`config.mk`:
```
export PLATFORM = sky130hd
export DESIGN_NAME = mem_arbiter_flat
export DESIGN_NICKNAME = d
export VERILOG_FILES = /design/src/rtl/mem_arbiter_if.sv /design/src/rtl/mem_arbiter.sv /design/src/flat_wrapper.sv
export SDC_FILE = /design/constraint.sdc
export NUM_CORES = 1
export LEC_CHECK = 0
export ABC_AREA = 1
export BUFFER_PORTS_ARGS = -buffer_cell sky130_fd_sc_hd__buf_2
export CAP_MARGIN = 30
export CORE_MARGIN = 5
export CORE_UTILIZATION = 39
export CTS_CLUSTER_SIZE = 30
export DETAILED_ROUTE_END_ITERATION = 6
export PLACE_DENSITY_LB_ADDON = 0.05
export SETUP_SLACK_MARGIN = 0.15
export SLEW_MARGIN = 20
export SYNTH_ARGS = -nofsm -noshare
export SYNTH_HDL_FRONTEND = slang
export SYNTH_SLANG_ARGS = --single-unit
```
`constraint.sdc`:
```
create_clock -name clk -period 1.75 [get_ports clk]
set_input_delay 0.2625 -clock clk [delete_from_list [all_inputs] [get_ports clk]]
set_output_delay 0.2625 -clock clk [all_outputs]
set_load 0.03 [all_outputs]
```
`src/rtl/mem_arbiter_if.sv`:
```
// Requester and memory signal bundle for mem_arbiter.
// slave = arbiter side, master = requesters plus memory model.
interface mem_arbiter_if #(
    parameter int unsigned ADDR_W = 32,
    parameter int unsigned DATA_W = 64
);
    logic [2:0]        req;
    logic [ADDR_W-1:0] fetch_addr;
    logic [ADDR_W-1:0] load_addr;
    logic [ADDR_W-1:0] store_addr;
    logic [DATA_W-1:0] store_data;
    logic [2:0]        gnt;
    logic [2:0]        done;
    logic [DATA_W-1:0] rdata;
    logic              err;
    logic              busy;
    logic              mem_req;
    logic              mem_we;
    logic [ADDR_W-1:0] mem_addr;
    logic [DATA_W-1:0] mem_wdata;
    logic [DATA_W-1:0] mem_rdata;
    logic              mem_ack;

    modport slave (
        input  req, fetch_addr, load_addr, store_addr, store_data, mem_rdata, mem_ack,
        output gnt, done, rdata, err, busy, mem_req, mem_we, mem_addr, mem_wdata
    );

    modport master (
        output req, fetch_addr, load_addr, store_addr, store_data, mem_rdata, mem_ack,
        input  gnt, done, rdata, err, busy, mem_req, mem_we, mem_addr, mem_wdata
    );
endinterface

```
`src/rtl/mem_arbiter.sv`:
```
// Three-requester (fetch/load/store) arbiter for a single memory port with BUSY timeout.
// Define ARB_RR_EN for round-robin arbitration; default is fixed priority store > load > fetch.
module mem_arbiter #(
    parameter int unsigned ADDR_W  = 32,
    parameter int unsigned DATA_W  = 64,
    parameter int unsigned TIMEOUT = 15
) (
    input  logic         clk,
    input  logic         reset,
    mem_arbiter_if.slave bus
);
    typedef enum logic [1:0] {S_IDLE, S_BUSY, S_RESP} state_t;

    localparam logic [7:0] CNT_LAST = 8'(TIMEOUT - 1);

    state_t            r_state;
    logic [1:0]        r_owner;
    logic [7:0]        r_cnt;
    logic [2:0]        r_gnt;
    logic [2:0]        r_done;
    logic              r_err;
    logic              r_busy;
    logic              r_mem_req;
    logic              r_mem_we;
    logic [ADDR_W-1:0] r_mem_addr;
    logic [DATA_W-1:0] r_mem_wdata;
    logic [DATA_W-1:0] r_rdata;
    logic [1:0]        w_win;
    logic [ADDR_W-1:0] w_addr;
`ifdef ARB_RR_EN
    logic [1:0]        r_ptr;
`endif

    // Winner select; only consumed when at least one req bit is set.
    always_comb begin
        w_win = 2'd0;
`ifdef ARB_RR_EN
        case (r_ptr)
            2'd0:    w_win = bus.req[1] ? 2'd1 : (bus.req[2] ? 2'd2 : 2'd0);
            2'd1:    w_win = bus.req[2] ? 2'd2 : (bus.req[0] ? 2'd0 : 2'd1);
            default: w_win = bus.req[0] ? 2'd0 : (bus.req[1] ? 2'd1 : 2'd2);
        endcase
`else
        w_win = bus.req[2] ? 2'd2 : (bus.req[1] ? 2'd1 : 2'd0);
`endif
    end

    always_comb begin
        w_addr = bus.fetch_addr;
        case (w_win)
            2'd1:    w_addr = bus.load_addr;
            2'd2:    w_addr = bus.store_addr;
            default: w_addr = bus.fetch_addr;
        endcase
    end

    // Control FSM; gnt/done default low so they pulse for one cycle.
    always_ff @(posedge clk or negedge reset) begin
        if (!reset) begin
            r_state     <= S_IDLE;
            r_owner     <= 2'd0;
            r_cnt       <= 8'd0;
            r_gnt       <= 3'b000;
            r_done      <= 3'b000;
            r_err       <= 1'b0;
            r_busy      <= 1'b0;
            r_mem_req   <= 1'b0;
            r_mem_we    <= 1'b0;
            r_mem_addr  <= '0;
            r_mem_wdata <= '0;
            r_rdata     <= '0;
`ifdef ARB_RR_EN
            r_ptr       <= 2'd2;
`endif
        end else begin
            r_gnt  <= 3'b000;
            r_done <= 3'b000;
            case (r_state)
                S_IDLE: begin
                    if (bus.req != 3'b000) begin
                        r_state    <= S_BUSY;
                        r_busy     <= 1'b1;
                        r_owner    <= w_win;
                        r_gnt      <= 3'b001 << w_win;
                        r_mem_req  <= 1'b1;
                        r_mem_we   <= (w_win == 2'd2);
                        r_mem_addr <= w_addr;
                        r_cnt      <= 8'd0;
                        if (w_win == 2'd2) r_mem_wdata <= bus.store_data;
`ifdef ARB_RR_EN
                        r_ptr      <= w_win;
`endif
                    end
                end
                S_BUSY: begin
                    if (bus.mem_ack) begin
                        r_state   <= S_RESP;
                        r_mem_req <= 1'b0;
                        r_mem_we  <= 1'b0;
                        r_done    <= 3'b001 << r_owner;
                        r_err     <= 1'b0;
                        if (r_owner != 2'd2) r_rdata <= bus.mem_rdata;
                    end else if (r_cnt == CNT_LAST) begin
                        // Memory never answered: abort with error and zeroed read data.
                        r_state   <= S_RESP;
                        r_mem_req <= 1'b0;
                        r_mem_we  <= 1'b0;
                        r_done    <= 3'b001 << r_owner;
                        r_err     <= 1'b1;
                        r_rdata   <= '0;
                    end else begin
                        r_cnt <= r_cnt + 8'd1;
                    end
                end
                S_RESP: begin
                    r_state <= S_IDLE;
                    r_busy  <= 1'b0;
                    r_err   <= 1'b0;
                end
                default: begin
                    r_state <= S_IDLE;
                    r_busy  <= 1'b0;
                end
            endcase
        end
    end

    assign bus.gnt       = r_gnt;
    assign bus.done      = r_done;
    assign bus.rdata     = r_rdata;
    assign bus.err       = r_err;
    assign bus.busy      = r_busy;
    assign bus.mem_req   = r_mem_req;
    assign bus.mem_we    = r_mem_we;
    assign bus.mem_addr  = r_mem_addr;
    assign bus.mem_wdata = r_mem_wdata;
endmodule

```
`src/flat_wrapper.sv`:
```
// flat-port wrapper written by rule: the top's interface ports become plain ports
module mem_arbiter_flat 
#(
    parameter int unsigned ADDR_W  = 32,
    parameter int unsigned DATA_W  = 64,
    parameter int unsigned TIMEOUT = 15
)
  (clk, reset, bus_req, bus_fetch_addr, bus_load_addr, bus_store_addr, bus_store_data, bus_mem_rdata, bus_mem_ack, bus_gnt, bus_done, bus_rdata, bus_err, bus_busy, bus_mem_req, bus_mem_we, bus_mem_addr, bus_mem_wdata);
  mem_arbiter_if #(.ADDR_W(ADDR_W), .DATA_W(DATA_W)) bus_i ();
  input  logic clk;
  input  logic reset;
  input wire logic [$bits(bus_i.req)-1:0] bus_req;
  input wire logic [$bits(bus_i.fetch_addr)-1:0] bus_fetch_addr;
  input wire logic [$bits(bus_i.load_addr)-1:0] bus_load_addr;
  input wire logic [$bits(bus_i.store_addr)-1:0] bus_store_addr;
  input wire logic [$bits(bus_i.store_data)-1:0] bus_store_data;
  input wire logic [$bits(bus_i.mem_rdata)-1:0] bus_mem_rdata;
  input wire logic [$bits(bus_i.mem_ack)-1:0] bus_mem_ack;
  output wire logic [$bits(bus_i.gnt)-1:0] bus_gnt;
  output wire logic [$bits(bus_i.done)-1:0] bus_done;
  output wire logic [$bits(bus_i.rdata)-1:0] bus_rdata;
  output wire logic [$bits(bus_i.err)-1:0] bus_err;
  output wire logic [$bits(bus_i.busy)-1:0] bus_busy;
  output wire logic [$bits(bus_i.mem_req)-1:0] bus_mem_req;
  output wire logic [$bits(bus_i.mem_we)-1:0] bus_mem_we;
  output wire logic [$bits(bus_i.mem_addr)-1:0] bus_mem_addr;
  output wire logic [$bits(bus_i.mem_wdata)-1:0] bus_mem_wdata;
  assign bus_i.req = bus_req;
  assign bus_i.fetch_addr = bus_fetch_addr;
  assign bus_i.load_addr = bus_load_addr;
  assign bus_i.store_addr = bus_store_addr;
  assign bus_i.store_data = bus_store_data;
  assign bus_i.mem_rdata = bus_mem_rdata;
  assign bus_i.mem_ack = bus_mem_ack;
  assign bus_gnt = bus_i.gnt;
  assign bus_done = bus_i.done;
  assign bus_rdata = bus_i.rdata;
  assign bus_err = bus_i.err;
  assign bus_busy = bus_i.busy;
  assign bus_mem_req = bus_i.mem_req;
  assign bus_mem_we = bus_i.mem_we;
  assign bus_mem_addr = bus_i.mem_addr;
  assign bus_mem_wdata = bus_i.mem_wdata;
  mem_arbiter #(.ADDR_W(ADDR_W), .DATA_W(DATA_W), .TIMEOUT(TIMEOUT)) u_core (.clk(clk), .reset(reset), .bus(bus_i));
endmodule
```
== After elaboration in Yosys (flattened, before gate mapping) ==
Cells that the tools add are included.

* Add/sub/neg operators: 1
* Equal/unequal tests: 11
* Shift-type cells: 2
* Multiplexer cells: 29
* Bitwise gates (word level): 1
* Reductions and logical operators: 13

{| class="wikitable"
|+ Operator list
! kind !! number
|-
| $mux W64 || 3
|-
| $pmux W32 S2 || 1
|-
| $mux W8 || 3
|-
| $pmux W8 S2 || 1
|-
| $mux W3 || 5
|-
| $reduce_and A3 Y1 || 3
|-
| $add A8 B1 Y8 const B || 1
|-
| $eq A8 B4 Y1 const B || 1
|-
| $mux W2 || 4
|-
| $pmux W1 S2 || 4
|-
| $reduce_and A2 Y1 || 4
|-
| $mux W1 || 7
|-
| $ne A2 B2 Y1 const B || 3
|-
| $reduce_bool A2 Y1 || 3
|-
| $shl A1 B2 Y3 const A || 2
|-
| $eq A2 B1 Y1 const B || 2
|-
| $eq A2 B2 Y1 const B || 2
|-
| $ne A2 B1 Y1 const B || 2
|-
| $pmux W2 S2 || 1
|-
| $reduce_and A4 Y1 || 1
|-
| $ne A3 B2 Y1 const B || 1
|-
| $reduce_bool A3 Y1 || 1
|-
| $logic_not A2 Y1 || 1
|-
| $not A1 Y1 || 1
|}

* Register bits after elaboration: 182
* Input port bits: 230
* Output and inout bits: 170
* Word-level logic and storage cells: 69

== Logic depth before layout (Yosys ltp) ==
Gate-level depths: netlist of run 1.

* Depth after elaboration: 5
* Depth in mapped cells: 9

== Worst setup path before layout of run 1 ==
No wires, ideal clock.

* Kind: reg-to-reg
* From: register u_core.r_state[0]
* To: register u_core.r_mem_addr[22] (netlist: u_core.bus.mem_addr[22])
* Setup time: 0.131 ns
* Arrival: 1.340 ns
* Required time: 1.619 ns
* Path slack: 0.279 ns
* Stages on the path, launching flop included: 8
* Cell sequence: dfrtp_1 -> inv_1 -> ha_1 -> inv_1 -> a21oi_2 -> buf_4 -> buf_2 -> a31oi_1

* Longest elaborated chain between the ends: 2

{| class="wikitable"
|+ RTL lines
! element !! RTL line !! RTL
|-
| start, declared || mem_arbiter.sv:16 || <nowiki>state_t r_state;</nowiki>
|-
| start signal, assigned || mem_arbiter.sv:60 || <nowiki>r_state <= S_IDLE;</nowiki>
|-
| start signal, assigned || mem_arbiter.sv:81 || <nowiki>r_state <= S_BUSY;</nowiki>
|-
| start signal, assigned || mem_arbiter.sv:97 || <nowiki>r_state <= S_RESP;</nowiki>
|-
| $logic_not A2 Y1 || mem_arbiter.sv:78 || <nowiki>case (r_state)</nowiki>
|-
| $reduce_and A2 Y1 (no source line) || - ||
|-
| end signal, assigned || mem_arbiter.sv:87 || <nowiki>r_mem_addr <= w_addr;</nowiki>
|-
| end, declared || mem_arbiter.sv:25 || <nowiki>logic [ADDR_W-1:0] r_mem_addr;</nowiki>
|}

No other way between the ends.
A chain may end at the register's enable or synchronous reset.

== Worst setup path after layout of run 1 ==
* From: register u_core.r_cnt[0]
* To: register u_core.r_rdata[55] (netlist: u_core.bus.rdata[55])

* Longest elaborated chain between the ends: 3

{| class="wikitable"
|+ RTL lines
! element !! RTL line !! RTL
|-
| start, declared || mem_arbiter.sv:18 || <nowiki>logic [7:0] r_cnt;</nowiki>
|-
| start signal, assigned || mem_arbiter.sv:112 || <nowiki>r_cnt <= r_cnt + 8'd1;</nowiki>
|-
| $eq A8 B4 Y1 || mem_arbiter.sv:103 || <nowiki>end else if (r_cnt == CNT_LAST) begin</nowiki>
|-
| $reduce_bool A2 Y1 (no source line) || - ||
|-
| $reduce_and A3 Y1 (no source line) || - ||
|-
| end signal, assigned || mem_arbiter.sv:102 || <nowiki>if (r_owner != 2'd2) r_rdata <= bus.mem_rdata;</nowiki>
|-
| end, declared || mem_arbiter.sv:27 || <nowiki>logic [DATA_W-1:0] r_rdata;</nowiki>
|}

No other way between the ends.

==> results of run 1 <==
==> cell usage after synthesis, drive strengths merged <==
library cell  instances  area (sq um)
a22oi                 1          7.51
o21a                 31           233
dfrtp               182          4550
a21oi                 3          18.8
or2                   3          18.8
nand2               486          1820
nand3                46           240
buf                  43           249
nor2                 12          52.6
clkinv                1          3.75
a31oi                 1          6.26
o21ai                16          80.1
nor4                  1          6.26
clkbuf               28           105
nor3                  4          20.0
inv                  81           304
nand4                95           594
ha                    6          75.1
o21bai                2          18.8
==> timing repair <==
item | 4_1_cts | 5_1_grt
pin swaps | 2 | 2
endpoints found under the setup margin | 80 | 175
hold buffers | 2 | 0
hold endpoints to repair | 45 | 0
buffers inserted | 2 | 5
gates cloned | 2 | 11
resized for setup | 12 | 31
==> per-layer routing <==
layer / vias up / routed length [um] / global-route usage
li1: 4127 / - / -
met4: 2 / 685 / 0.0752
met3: 45 / 2360 / 0.0592
met5: - / 13 / 0
met1: 3875 / 11700 / 0.284
met2: 330 / 14600 / 0.372
==> metrics by stage <==
step	cells	area, sq um
global route	1734	12000
detailed placement	1677	10800
floorplan	1042	8410
global placement	1677	10800
CTS	1715	11600
finish	1734	12000
==> critical path, stage by stage, from the launching register on <==
cell       delay, ns
dfrtp_1         0.39
inv_2           0.08
ha_4            0.15
nand3_4         0.09
o21bai_4        0.22
nand3_4         0.09
buf_12          0.17
clkbuf_16       0.17
nand2_1         0.07
nand2_1         0.04
==> power breakdown <==
| part | switching [mW] | internal, mW | leakage, nW |
|---|---|---|---|
| logic | 7.50 | 3.52 | 4.36 |
| clock network | 1.84 | 2.22 | 0.305 |
| registers | 1.03 | 6.02 | 2.28 |
==> sequential cells by signal (all words and copies together), names as in the netlist <==
register,cells
u_core.bus.busy,1
u_core.bus.done,3
u_core.bus.err,1
u_core.bus.gnt,3
u_core.bus.mem_addr,32
u_core.bus.mem_req,1
u_core.bus.mem_wdata,64
u_core.bus.mem_we,1
u_core.bus.rdata,64
u_core.r_cnt,8
u_core.r_owner,2
u_core.r_state,2
==> worst max-delay path by stage <==
stage | from | to | slack (ns) | cells past startpoint
global placement | u_core.r_cnt[0] | u_core.bus.done[0] | 0.10 | 7
global route | u_core.r_state[0] | u_core.bus.mem_addr[28] | 0.09 | 8
finish | u_core.r_cnt[0] | u_core.bus.rdata[55] | 0.17 | 9
floorplan | u_core.r_state[0] | u_core.bus.mem_addr[22] | 0.28 | 7
detailed placement | u_core.r_cnt[0] | u_core.bus.done[0] | 0.05 | 7
CTS | u_core.r_cnt[0] | u_core.bus.done[0] | 0.15 | 8
==> layout make-up <==
cell class                      instances  area [sq um]  area share
Antenna cell                            3          7.51    0.000626
Clock inverter                         14           175      0.0146
Timing Repair Buffer                  453          2820       0.235
Inverter                               82           312      0.0260
Tap cell                              275           344      0.0287
Clock buffer                           18           439      0.0366
Multi-Input combinational cell        707          3330       0.278
Sequential cell                       182          4560       0.380
==> logic make-up (layout without fill, tap and decap cells) <==
| group | count (synthesis) | after routing | synth area share |
|---|---|---|---|
| simple gates | 647 | 647 | 0.328 |
| compound gates | 54 | 54 | 0.0433 |
| fa+ha+maj | 6 | 6 | 0.00892 |
| other cells | 0 | 3 | 0 |
| buf+inv | 153 | 567 | 0.0787 |
| flops | 182 | 182 | 0.541 |
==> flow_metrics.py, run 1 <==
metrics = {
    "critical_path": {
        "reg2reg_setup_slack_ns": 0.17,
        "cp-end-kind": "flip-flop",
        "rr_endpoint": "u_core.bus.rdata[55]",
        "reg2reg_depth": 9,
        "crit_required_ns": 2.07,
        "arrival_ns": 1.90,
        "path_class": "flip-flop to flip-flop",
        "crit_fanout": 12,
        "critPathLaunchType": "flip-flop",
        "timing.rr.start": "u_core.r_cnt[0]",
    },
    "grt": {
        "overflow": 0,
        "grtUsageTotal": 0.223,
        "grt_max_degree": 66,
        "grt_antenna_before_repair": 4,
        "grt_pass1_vias": 8056,
        "grt_pass1_wl_um": 43400,
    },
    "detailed_routing": {
        "ant_nets": 0,
        "wl_um": 29400,
        "drc": 0,
        "via_count": 8379,
        "dr.pass1.iters": 6,
        "wl_per_cell_um": 17.0,
        "via_per_inst": 4.83,
        "drt_iter0_markers": 533,
    },
    "pwr": {
        "p_leak_nw": 6.94,
        "power.total_mw": 22.1,
        "ir_drop_uv": 833,
        "pwr_density_cell_nw_per_um2": 1850,
    },
    "sta": {
        "period_minus_slack_ns": 1.58,
        "fin_ws_ns": 0.169,
        "maxSlewViolCount": 0,
        "timing.hold.ws_ns": 0.0199,
        "setup_violations": 0,
        "fin_tns_setup_ns": 0,
        "finalHoldViolations": 0,
        "timing.final.crit_share": 0.903,
        "worst_pin_slew_ns": 0.478,
        "relSlewSlack": 0.681,
        "finClkSkew_ns": 0.0107,
        "rsz0062_at_grt": "yes",
        "fmax_mhz": 633,
    },
    "finish": {
        "fill_cells": 1996,
        "layout-drive-gt1-share": 0.354,
        "syn2layout_area_growth_pct": 42.5,
        "final_common_cell": "nand2_1",
        "final_cell_mix": "475 x nand2_1, 398 x buf_2, 181 x dfrtp_1",
        "final_core_util": 0.567,
        "fin_nets": 1679,
    },
    "synth": {
        "ys_warn_count": 0,
        "synth_area_sq_um": 8410,
        "synthDistinctLibCells": 27,
        "ys_ff_latch": 182,
        "yosysSeqAreaShare": 0.541,
        "synth_cells": 1042,
        "postSynthAreaPerCell_sq_um": 8.07,
        "syn_nets": 1278,
    },
    "die": {
        "coreArea_sq_um": 21200,
        "io_pins": 400,
        "rows": 53,
        "die-width_um": 157,
        "die_area_sq_um": 24600,
        "die_y_um": 157,
        "start_util": 0.398,
    },
    "place": {
        "dpl.hpwl_um": 19900,
        "io_buffers": 399,
        "gp_congestion": 0.816,
        "place_ws_ns": 0.0535,
    },
    "run_status": {
        "status": "complete, no violations",
    },
    "clocking": {
        "cts_tree": "yes",
        "cts.sinks": 182,
        "clk_latency_ns": 0.43,
        "clockBufferDepth": 2,
        "cts-buffers-inserted": 17,
        "h-tree-depth": 4,
        "cts_root_buf": "clkbuf_16",
        "cts.clk_slew.worst_paths_ns": 0.08,
    },
    "hold_path": {
        "worstHoldEndpoint": "u_core.bus.mem_wdata[42]",
        "worstHoldPathCells": 3,
        "worstHoldPathType": "primary input to flip-flop",
        "min_from": "bus_store_data[42]",
    },
    "job": {
        "drv_cap": 0,
    },
}
(Power assumes the default switching activity.)
==> inputs of run 2 (changes only) <==
CORE_AREA = 5 5 153 155   (was default)
CORE_MARGIN = default   (was 5)
CORE_UTILIZATION = default   (was 39)
DIE_AREA = 0 0 158 160   (was default)
==> flow_metrics.py, run 2 (synthesis results as in run 1) <==
metrics = {
    "clocking": {
        "cts.sinks": 182,
        "cts_root_buf": "clkbuf_16",
        "cts.clk_slew.worst_paths_ns": 0.08,
        "clk_latency_ns": 0.43,
        "h-tree-depth": 4,
        "cts-buffers-inserted": 17,
        "clockBufferDepth": 2,
        "cts_tree": "yes",
    },
    "critical_path": {
        "timing.rr.start": "u_core.r_cnt[0]",
        "path_class": "flip-flop to flip-flop",
        "startpoint": "u_core.r_cnt[0]",
        "reg2reg_setup_slack_ns": 0.09,
        "arrival_ns": 1.98,
        "critPathLaunchType": "flip-flop",
        "cp-end-kind": "flip-flop",
        "crit_required_ns": 2.07,
        "crit_fanout": 7,
    },
    "finish": {
        "fill_cells": 2081,
        "syn2layout_area_growth_pct": 46.4,
        "fin_nets": 1695,
        "stdcell_area_sq_um": 12300,
        "multi_input_area_sq_um": 3530,
        "final_cell_mix": "426 x nand2_1, 398 x buf_2, 181 x dfrtp_1",
        "layout-drive-gt1-share": 0.390,
        "final_common_cell": "nand2_1",
        "seq_area_sq_um": 4560,
    },
    "pwr": {
        "p_sw_frac": 0.475,
        "power.total_mw": 22.7,
        "cell_internal_pwr_mw": 11.9,
        "pwr-share-clk": 0.178,
        "ir_drop_uv": 863,
        "power.share.sequential": 0.314,
        "comb_power_share": 0.508,
        "p_leak_nw": 7.03,
        "p_sw_mw": 10.8,
        "pwr_density_cell_nw_per_um2": 1840,
    },
    "sta": {
        "timing.final.crit_share": 0.947,
        "maxSlewViolCount": 0,
        "finClkSkew_ns": 0.0135,
        "rsz0062_at_grt": "yes",
        "fin_tns_setup_ns": 0,
        "fmax_mhz": 603,
        "period_minus_slack_ns": 1.66,
        "finalHoldViolations": 0,
        "fin_ws_ns": 0.0927,
        "setup_violations": 0,
        "relSlewSlack": 0.730,
        "worst_pin_slew_ns": 0.405,
    },
    "hold_path": {
        "worstHoldPathType": "primary input to flip-flop",
        "min_from": "bus_store_data[38]",
    },
    "detailed_routing": {
        "dr.pass1.iters": 5,
        "via_per_inst": 4.81,
        "drc": 0,
        "via_count": 8436,
        "wl_per_cell_um": 17.0,
        "drt_iter0_markers": 587,
        "wl_um": 29800,
        "ant_nets": 0,
    },
    "grt": {
        "grt_antenna_before_repair": 3,
        "grt_pass1_vias": 8122,
        "grt_max_degree": 66,
        "grtUsageTotal": 0.217,
        "grt_pass1_wl_um": 43800,
        "overflow": 0,
    },
    "die": {
        "die-width_um": 158,
        "rows": 54,
        "die_y_um": 160,
        "die_area_sq_um": 25300,
        "start_util": 0.388,
        "coreArea_sq_um": 21700,
        "io_pins": 400,
    },
    "run_status": {
        "status": "complete, no violations",
    },
    "place": {
        "gp_congestion": 0.794,
        "place_ws_ns": 0.0870,
        "dpl.hpwl_um": 19800,
        "placed_cell_area_sq_um": 10800,
        "io_buffers": 399,
    },
    "job": {
        "drv_cap": 0,
    },
}
==> run 2: area by class of cell <==
type,instances,area share
inverters,82,0.0252
well taps,280,0.0284
multi-input cells,709,0.287
repair buffers,467,0.239
diodes,2,0.000406
clock inverters,15,0.0159
flip-flops and latches,182,0.370
clock buffers,17,0.0345
==> run 2: worst paths after layout <==
path                                             to  depth (start not counted)
setup reg to reg               u_core.bus.rdata[51]                          9
max in group asynchronous  u_core.bus.mem_wdata[30]                          3
hold reg to reg                  u_core.bus.done[2]                          1
min in group asynchronous      u_core.bus.rdata[43]                          2
setup / recovery               u_core.bus.rdata[51]                          9
hold / removal             u_core.bus.mem_wdata[38]                          3
==> run 2: routing by layer <==
layer	share of wire	track usage	up-vias
met1	0.39	0.277	3869
met4	0.028	0.0648	2
met2	0.50	0.362	342
li1	-	-	4171
met5	0.00037	0	-
met3	0.086	0.0587	52
==> run 2: timing repair <==
| action | 4_1_cts | 5_1_grt |
|---|---|---|
| cloned | 1 | 15 |
| pin swaps | 1 | 6 |
| setup endpoints to repair | 69 | 179 |
| gates resized for setup | 3 | 100 |
| hold buffers | 11 | 0 |
| buffers inserted | 0 | 15 |
| endpoints found under the hold margin | 44 | 0 |
==> run 2: stage by stage <==
stage	instances	utilization	hold slack (ns)
finish	1754	0.568	0.0180
global route	1754	0.568	0.00226
CTS	1722	0.534	0.0000995
detailed placement	1678	0.497	0.229
global placement	1678	0.497	0.227
floorplan	1042	-	-0.0331
==> run 2: critical path, cell delays in order (launching register included) <==
cell and delay (ns):
dfrtp_1 0.41, inv_2 0.09, ha_4 0.15, nand3_4 0.09, o21bai_4 0.18, buf_12 0.15
nand3_4 0.16, clkbuf_16 0.23, nand2_2 0.05, nand2_1 0.05
==> run 2: power by group through the flow <==
stage	registers [mW]	logic, mW	clock network [mW]
global route	7.34	12.4	4.36
floorplan	10.5	3.24	0
finish	7.11	11.5	4.04
detailed placement	7.02	10.3	0
global placement	7.03	10.2	0
CTS	7.00	10.4	4.15
==> inputs of run 3 (changes only) <==
BUFFER_PORTS_ARGS = -buffer_cell sky130_fd_sc_hd__clkbuf_2   (was -buffer_cell sky130_fd_sc_hd__buf_2)
==> flow_metrics.py, run 3 (synthesis results as in run 1) <==
metrics = {
    "sta": {
        "finClkSkew_ns": 0.0126,
        "timing.final.crit_share": 0.896,
        "rsz0062_at_grt": "yes",
        "period_minus_slack_ns": 1.57,
        "finalHoldViolations": 0,
        "relSlewSlack": 0.662,
        "setup_violations": 0,
        "fmax_mhz": 637,
        "worst_pin_slew_ns": 0.506,
        "maxSlewViolCount": 0,
        "fin_tns_setup_ns": 0,
        "fin_ws_ns": 0.181,
    },
    "critical_path": {
        "path_class": "flip-flop to flip-flop",
        "arrival_ns": 1.94,
        "worstPathCellList": "inv_2, ha_4, nand3_4, o21bai_4, buf_6, buf_12, buf_8, clkbuf_16, nand4_1, nand2_1",
        "crit_slowest_cell": "dfrtp_1",
        "crit_fanout": 7,
        "crit_required_ns": 2.12,
        "cp-end-kind": "flip-flop",
        "critPathLaunchType": "flip-flop",
        "max_stage_delay_ns": 0.38,
    },
    "hold_path": {
        "worstHoldPathType": "primary input to flip-flop",
    },
    "clocking": {
        "clockBufferDepth": 2,
        "cts_root_buf": "clkbuf_16",
        "cts_tree": "yes",
        "cts.clk_slew.worst_paths_ns": 0.08,
        "cts-buffers-inserted": 17,
        "cts.sinks": 182,
        "h-tree-depth": 4,
        "clk_latency_ns": 0.43,
    },
    "detailed_routing": {
        "ant_nets": 0,
        "drt_iter0_markers": 487,
        "dr.pass1.iters": 5,
        "via_per_inst": 4.75,
        "via_count": 8310,
        "route.met2.wl_um": 14300,
        "met1Wirelength_um": 11500,
        "wl_met3_um": 2300,
        "wl_um": 28500,
        "wl_per_cell_um": 16.3,
        "top_layer": "met4",
        "drc": 0,
    },
    "grt": {
        "grt_pass1_vias": 8091,
        "grt_antenna_before_repair": 1,
        "grt_pass1_wl_um": 43400,
        "grtUsageTotal": 0.215,
        "overflow": 0,
        "grt_max_degree": 66,
    },
    "pwr": {
        "ir_drop_uv": 818,
        "pwr_density_cell_nw_per_um2": 1810,
        "p_leak_nw": 6.97,
    },
    "finish": {
        "fin_nets": 1690,
        "final_common_cell": "nand2_1",
        "seq_area_sq_um": 4560,
        "layout-drive-gt1-share": 0.349,
        "multi_input_area_sq_um": 3330,
        "syn2layout_area_growth_pct": 42.8,
        "stdcell_area_sq_um": 12000,
        "final_cell_mix": "484 x nand2_1, 398 x clkbuf_2, 180 x dfrtp_1",
        "instances_no_fill": 1748,
        "final_core_util": 0.554,
        "fill_cells": 2103,
    },
    "die": {
        "io_pins": 400,
        "die_y_um": 160,
        "rows": 54,
        "coreArea_sq_um": 21700,
        "die_area_sq_um": 25300,
        "die-width_um": 158,
        "start_util": 0.388,
    },
    "run_status": {
        "status": "complete, no violations",
    },
    "place": {
        "placed_cell_area_sq_um": 10900,
        "dp.cells": 1685,
        "dpl.hpwl_um": 20100,
        "gp_congestion": 0.810,
        "io_buffers": 399,
        "place_ws_ns": 0.121,
    },
    "job": {
        "drv_cap": 0,
    },
}
## run 3: cell count changes in the layout (fill, tap and decap cells not counted), moves of 3 or more
cell       before  now
o21ai_0        10   13
buf_12         13   17
clkinv_4        0    4
nor3_1          4    1
nand2_1       426  484
nor3_2          0    3
clkbuf_2        0  398
nand2_4         7    0
o21ai_2         4    0
nand2_2        53    2
buf_2         398    0
clkbuf_16      27   22
## run 3: cell type report
type,instances,share of cell area
clock buffers,17,0.0354
clock inverters,15,0.0133
flip-flops and latches,182,0.379
inverters,82,0.0256
repair buffers,463,0.240
well taps,280,0.0292
multi-input cells,708,0.277
diodes,1,0.000208
## run 3: worst paths after layout
check	endpoint	cells past startpoint	slack, ns	startpoint
worst min register to register	u_core.bus.rdata[40]	2	0.47	u_core.bus.rdata[40]
max in group asynchronous	u_core.bus.rdata[3]	3	0.81	reset
worst max register to register	u_core.bus.rdata[30]	10	0.18	u_core.r_cnt[0]
worst min-delay path	u_core.bus.mem_wdata[12]	3	0.02	bus_store_data[12]
min in group asynchronous	u_core.bus.rdata[43]	2	0.36	reset
worst max-delay path	u_core.bus.rdata[30]	10	0.18	u_core.r_cnt[0]
## run 3: timing repair
action,CTS,global route
setup endpoints to repair,54,166
pin swaps,1,17
endpoints found under the hold margin,51,0
buffers inserted,3,10
gates resized for setup,3,31
cloned,2,6
hold buffers,9,0
## run 3: metrics by stage
| step | hold WS [ns] | power, mW |
|---|---|---|
| floorplan | -0.0331 | 13.7 |
| global placement | 0.281 | 17.3 |
| detailed placement | 0.278 | 17.4 |
| CTS | 0.00143 | 21.4 |
| global route | 0.000549 | 23.1 |
| finish | 0.0217 | 21.7 |
## run 3: power breakdown
part | switching, mW | internal (mW)
logic | 7.49 | 3.38
registers | 1.04 | 6.03
clock network | 1.86 | 1.91
## run 3: worst max-delay path: cells and delay by family (launching register included)
| kind | cells | cell delay [ns] |
|---|---|---|
| simple gates | 3 | 0.22 |
| fa+ha+maj | 1 | 0.15 |
| flops | 1 | 0.38 |
| buf+inv | 5 | 0.58 |
| compound gates | 1 | 0.17 |
## run 3: per-layer routing
metal	up-vias	track usage
li1	4151	-
met1	3844	0.271
met2	286	0.364
met3	29	0.0625
met4	0	0.0543
met5	-	0
